**src/rtl/mux_pkg.sv**
```systemverilog
// Shared constants for the stream arbiter: arbitration modes and select-width helper.
package mux_pkg;

  localparam int MODE_FIXED = 0;
  localparam int MODE_RR    = 1;

  // Index width for n channels; never narrower than one bit.
  function automatic int sel_w(input int n);
    return (n <= 1) ? 1 : $clog2(n);
  endfunction

endpackage

```
**src/rtl/rr_arbiter.sv**
```systemverilog
// Combinational grant logic: fixed lowest-index priority or round-robin from ptr.
module rr_arbiter
  import mux_pkg::*;
#(
  parameter int NCH  = 2,
  parameter int MODE = MODE_FIXED,
  localparam int SEL_W = sel_w(NCH)
) (
  input  logic [NCH-1:0]   req,
  input  logic [SEL_W-1:0] ptr,
  input  logic             en,
  output logic [NCH-1:0]   grant,
  output logic [SEL_W-1:0] grant_idx
);

  logic [NCH-1:0] at_or_above;
  logic [NCH-1:0] req_hi;
  logic [NCH-1:0] grant_hi;
  logic [NCH-1:0] grant_lo;
  logic [NCH-1:0] grant_raw;
  logic [NCH:0]   hi_chain;
  logic [NCH:0]   lo_chain;
  logic [SEL_W-1:0] idx_chain [NCH+1];

  assign hi_chain[0]  = 1'b0;
  assign lo_chain[0]  = 1'b0;
  assign idx_chain[0] = '0;

  // Round-robin first searches channels at or above ptr, then wraps to the lowest.
  assign req_hi = (MODE == MODE_RR) ? (req & at_or_above) : '0;

  generate
    for (genvar gi = 0; gi < NCH; gi++) begin : g_ch
      assign at_or_above[gi] = (SEL_W'(gi) >= ptr);
      assign grant_hi[gi]    = req_hi[gi] & ~hi_chain[gi];
      assign grant_lo[gi]    = req[gi] & ~lo_chain[gi];
      assign hi_chain[gi+1]  = hi_chain[gi] | req_hi[gi];
      assign lo_chain[gi+1]  = lo_chain[gi] | req[gi];
      assign idx_chain[gi+1] = idx_chain[gi] | ({SEL_W{grant[gi]}} & SEL_W'(gi));
    end
  endgenerate

  assign grant_raw = hi_chain[NCH] ? grant_hi : grant_lo;
  assign grant     = (en && lo_chain[NCH]) ? grant_raw : '0;
  assign grant_idx = idx_chain[NCH];

endmodule

```
**src/rtl/mux_stream_arb.sv**
```systemverilog
// N-channel valid/ready stream arbiter with a single registered output stage.
module mux_stream_arb
  import mux_pkg::*;
#(
  parameter int WIDTH = 8,
  parameter int NCH   = 2,
  parameter int MODE  = MODE_FIXED,
  localparam int SEL_W = sel_w(NCH)
) (
  input  logic                 clk,
  input  logic                 rst,
  input  logic [NCH*WIDTH-1:0] in_data,
  input  logic [NCH-1:0]       in_valid,
  output logic [NCH-1:0]       in_ready,
  output logic [WIDTH-1:0]     out_data,
  output logic                 out_valid,
  input  logic                 out_ready,
  output logic [SEL_W-1:0]     out_sel
);

  logic [WIDTH-1:0] out_data_reg;
  logic             out_valid_reg;
  logic [SEL_W-1:0] out_sel_reg;
  logic [SEL_W-1:0] rr_ptr_reg;
  logic [SEL_W-1:0] rr_ptr_next;
  logic [NCH-1:0]   grant;
  logic [SEL_W-1:0] grant_idx;
  logic             load_en;
  logic             in_xfer;
  logic [WIDTH-1:0] data_chain [NCH+1];

  // Accept only while the output slot is empty or draining, never during reset.
  assign load_en = !out_valid_reg || out_ready;

  rr_arbiter #(
    .NCH  (NCH),
    .MODE (MODE)
  ) u_arb (
    .req       (in_valid),
    .ptr       (rr_ptr_reg),
    .en        (load_en && !rst),
    .grant     (grant),
    .grant_idx (grant_idx)
  );

  assign in_ready = grant;
  assign in_xfer  = |grant;

  assign data_chain[0] = '0;
  generate
    for (genvar gi = 0; gi < NCH; gi++) begin : g_data
      assign data_chain[gi+1] = data_chain[gi] |
                                ({WIDTH{grant[gi]}} & in_data[gi*WIDTH +: WIDTH]);
    end
  endgenerate

  always_comb begin
    rr_ptr_next = rr_ptr_reg;
    if (MODE == MODE_RR && in_xfer) begin
      rr_ptr_next = (grant_idx == SEL_W'(NCH-1)) ? '0 : grant_idx + 1'b1;
    end
  end

  always_ff @(posedge clk or posedge rst) begin
    if (rst) begin
      out_data_reg  <= '0;
      out_valid_reg <= 1'b0;
      out_sel_reg   <= '0;
      rr_ptr_reg    <= '0;
    end else begin
      if (in_xfer) begin
        out_data_reg  <= data_chain[NCH];
        out_sel_reg   <= grant_idx;
        out_valid_reg <= 1'b1;
      end else if (out_ready) begin
        out_valid_reg <= 1'b0;
      end
      rr_ptr_reg <= rr_ptr_next;
    end
  end

  assign out_data  = out_data_reg;
  assign out_valid = out_valid_reg;
  assign out_sel   = out_sel_reg;

endmodule

```
**config.mk**
```make
export PLATFORM = sky130hd
export DESIGN_NAME = mux_stream_arb
export DESIGN_NICKNAME = d
export VERILOG_FILES = /design/src/rtl/mux_pkg.sv /design/src/rtl/rr_arbiter.sv /design/src/rtl/mux_stream_arb.sv
export SDC_FILE = /design/constraint.sdc
export NUM_CORES = 1
export LEC_CHECK = 0
export ABC_AREA = 1
export CORE_AREA = 2 2 39 41
export CTS_CLUSTER_DIAMETER = 100
export DETAILED_ROUTE_END_ITERATION = 10
export DIE_AREA = 0 0 41 43
export DONT_BUFFER_PORTS = 1
export HOLD_SLACK_MARGIN = 0.05
export PLACE_DENSITY_LB_ADDON = 0.12
export REMOVE_ABC_BUFFERS = 1
export SYNTH_ARGS = -nofsm -noshare
export SYNTH_HDL_FRONTEND = slang
export SYNTH_SLANG_ARGS = --single-unit
export TNS_END_PERCENT = 5
```
**constraint.sdc**
```tcl
create_clock -name clk -period 0.9 [get_ports clk]
set_input_delay 0.135 -clock clk [delete_from_list [all_inputs] [get_ports clk]]
set_output_delay 0.135 -clock clk [all_outputs]
set_load 0.01 [all_outputs]
```
==> results of run 1 <==
-- area by class of cell --
| class | instances | area [µm²] | area share |
|---|---|---|---|
| Tap cell | 16 | 20.0 | 0.0283 |
| Inverter | 6 | 22.5 | 0.0319 |
| Clock buffer | 3 | 22.5 | 0.0319 |
| Sequential cell | 10 | 250 | 0.354 |
| Timing Repair Buffer | 15 | 135 | 0.191 |
| Multi-Input combinational cell | 41 | 256 | 0.363 |
-- placed cells by master (no fill, tap or decap) --
cell,count
buf_4,7
buf_6,2
clkbuf_4,3
dfrtp_1,10
dlygate4sd3_1,6
inv_1,4
inv_2,2
nand2_1,11
nand2_2,1
nand2_4,1
nand3_1,8
nand3_2,2
nand3_4,1
nand4_1,16
nor2_8,1
-- power by group through the flow --
| stage | Sequential (W) | Combinational (W) | Clock [W] |
|---|---|---|---|
| floorplan | 0.000609 | 0.000136 | 0 |
| global placement | 0.000622 | 0.000199 | 0 |
| detailed placement | 0.000621 | 0.000207 | 0 |
| CTS | 0.000617 | 0.000247 | 0.000305 |
| global route | 0.000628 | 0.000280 | 0.000325 |
| finish | 0.000615 | 0.000246 | 0.000292 |
-- stage by stage --
stage | std cells | util | setup slack (ns)
3_3_place_gp | 80 | 0.424 | -0.00946
4_1_cts | 90 | 0.504 | -0.173
5_1_grt | 91 | 0.511 | -0.214
3_5_place_dp | 80 | 0.424 | -0.0702
2_1_floorplan | 57 | - | -0.194
6_report | 91 | 0.511 | -0.154
-- cells by family (layout without fill, tap and decap cells) --
logic type / after synthesis / count (layout) / synth area share
buf+inv: 12 / 24 / 0.125
flops: 10 / 10 / 0.445
simple gates: 41 / 41 / 0.430
-- per-layer routing --
layer	up-vias	global-route usage
li1	250	-
met1	238	0.276
met2	21	0.288
met3	0	0.0628
met4	0	0.100
met5	-	0
-- cells in the mapped netlist --
master,instances,area (µm²)
nand2_1,11,41.3
dfrtp_1,10,250
buf_4,2,15.0
buf_6,2,22.5
nand2_2,2,12.5
buf_2,2,10.0
nand4_1,16,100
nor2_8,1,20.0
inv_1,6,22.5
nand3_1,10,50.1
nand3_4,1,17.5
-- worst max-delay path by stage --
stage,start,end,depth (start not counted)
final,out_valid$_DFFE_PP0P_,in_ready[1],3
after global routing,out_valid$_DFFE_PP0P_,out_data[0]$_DFFE_PP0P_,5
after CTS,out_valid$_DFFE_PP0P_,in_ready[1],3
after detailed placement,out_valid$_DFFE_PP0P_,out_data[6]$_DFFE_PP0P_,4
after global placement,out_valid$_DFFE_PP0P_,out_data[4]$_DFFE_PP0P_,4
after floorplan,rst,out_data[0]$_DFFE_PP0P_,4
-- what timing repair did --
item                                    4_1_cts  5_1_grt
endpoints found under the setup margin       12       12
pin swaps                                     2        0
gates resized for setup                       7        0
buffers inserted                              2        0
hold endpoints to repair                     14        1
hold buffers                                  5        1
==> reports/metrics.cfg, run 1 <==
[status]
run_status = complete, but fails checks
violations = setup timing

[global_route]
grt-ovfl-total = 0
grt_pass1_vias = 503
antenna_found_initial = 0
grt_use_total = 0.205
grt_first_pass_wirelength_um = 2370
grt_start_max_net_pins = 10

[synthesis]
ys_seq_elements = 10
synth-seq-area-share = 0.445
syn_avg_cell_area_um2 = 8.92
synth_cell_types = 11
synth_area_um2 = 562
synth_warnings = 0
synth_cells = 63

[cts]
cts.path.max_buffers = 2
htree_num_levels = 1
cts_root_buffer = clkbuf_4
cts_tree = built
worstSkewPairLatency_ns = 0.25
clkSinkCount = 10
clk_pin_slew_ns = 0.06
numCtsBuffers = 3

[routing]
dr_wl_met3_um = 131
dr_wl_met2_um = 670
top_layer_used = met3
drt-met1-wl_um = 615
drc_errors = 0
drtIter0Drc = 15
drtPass1Iterations = 3
dr_total_vias = 509
drt_wl_total_um = 1420
via_per_inst = 5.59
final_antenna_net_count = 0
wire_per_inst_um = 15.6

[timing]
skew_ns = 0.00183
setup_viol_count_final = 12
finalHoldViolCount = 0
fmax_mhz = 948
rsz0062_at_grt = true
maxSlewHeadroom = 0.797
fin_crit_sh = 1.17
worst_slack_ns = -0.154
fin_crit_ns = 1.05
slew_viol_final = 0
hold_slack_ns = 0.0543
worst_pin_slew_ns = 0.305
fin_tns_setup_ns = -1.39

[floorplan]
die_y_um = 43
die-area_um2 = 1760
fp-row-count = 14
pin_count = 33
initial_core_util = 0.406
coreArea_um2 = 1380
die-width_um = 41

[power]
p_clk_frac = 0.253
power.leakage_nw = 0.351
total_power_w = 0.00115
irDropWorstVdd_uv = 1130
pwr_density_cell_nw_per_um2 = 1630
p_sw_frac = 0.314
seqPwrFrac = 0.534
p_int_w = 0.000791
switching_power_w = 0.000362
comb_power_share = 0.213

[worst_hold_path]
holdPathStages = 2
worst_hold_path_type = input pin to register
whs_endpoint = out_data[2]$_DFFE_PP0P_
min-delay-start = in_data[10]

[critical_path]
crit_arrival_ns = 0.92
critPathMaxFanout = 3
cp_cell_sequence = nand2_4 -> nand3_2 -> inv_2
worst-setup-path-type = register to output pin
path_delay_family = flip-flops
r2r_slack_ns = -0.13
slowest_delay_ns = 0.40
crit_buf_inv = 1
critPathLaunchType = register
worstPathRequired_ns = 0.76
setup.worst_path.end_class = output pin
timing.rr.end = out_data[5]$_DFFE_PP0P_
crit_slowest_cell = dfrtp_1
r2r_cells = 5
r2r_start = out_valid$_DFFE_PP0P_

[placed_design]
io_buffers = 0
dpl.hpwl_um = 1010
placed_cell_area_um2 = 587
place_congestion = 0.636

[final_layout]
fin_area_um2 = 707
final_nets = 98
antenna_cells = 0
fill_cells = 144
largest_reg_flops = 8
syn_to_final_growth_pct = 25.8
layout-drive-gt1-share = 0.267

[job]
cap_violations = 0

Power figures use the tool's default switching activity.
==> inputs of run 2 (changes only) <==
Settings changed: TNS_END_PERCENT 5 to 10.
==> results of run 2 <==
No change in the layout: final DEF, timing and power equal those of run 1.
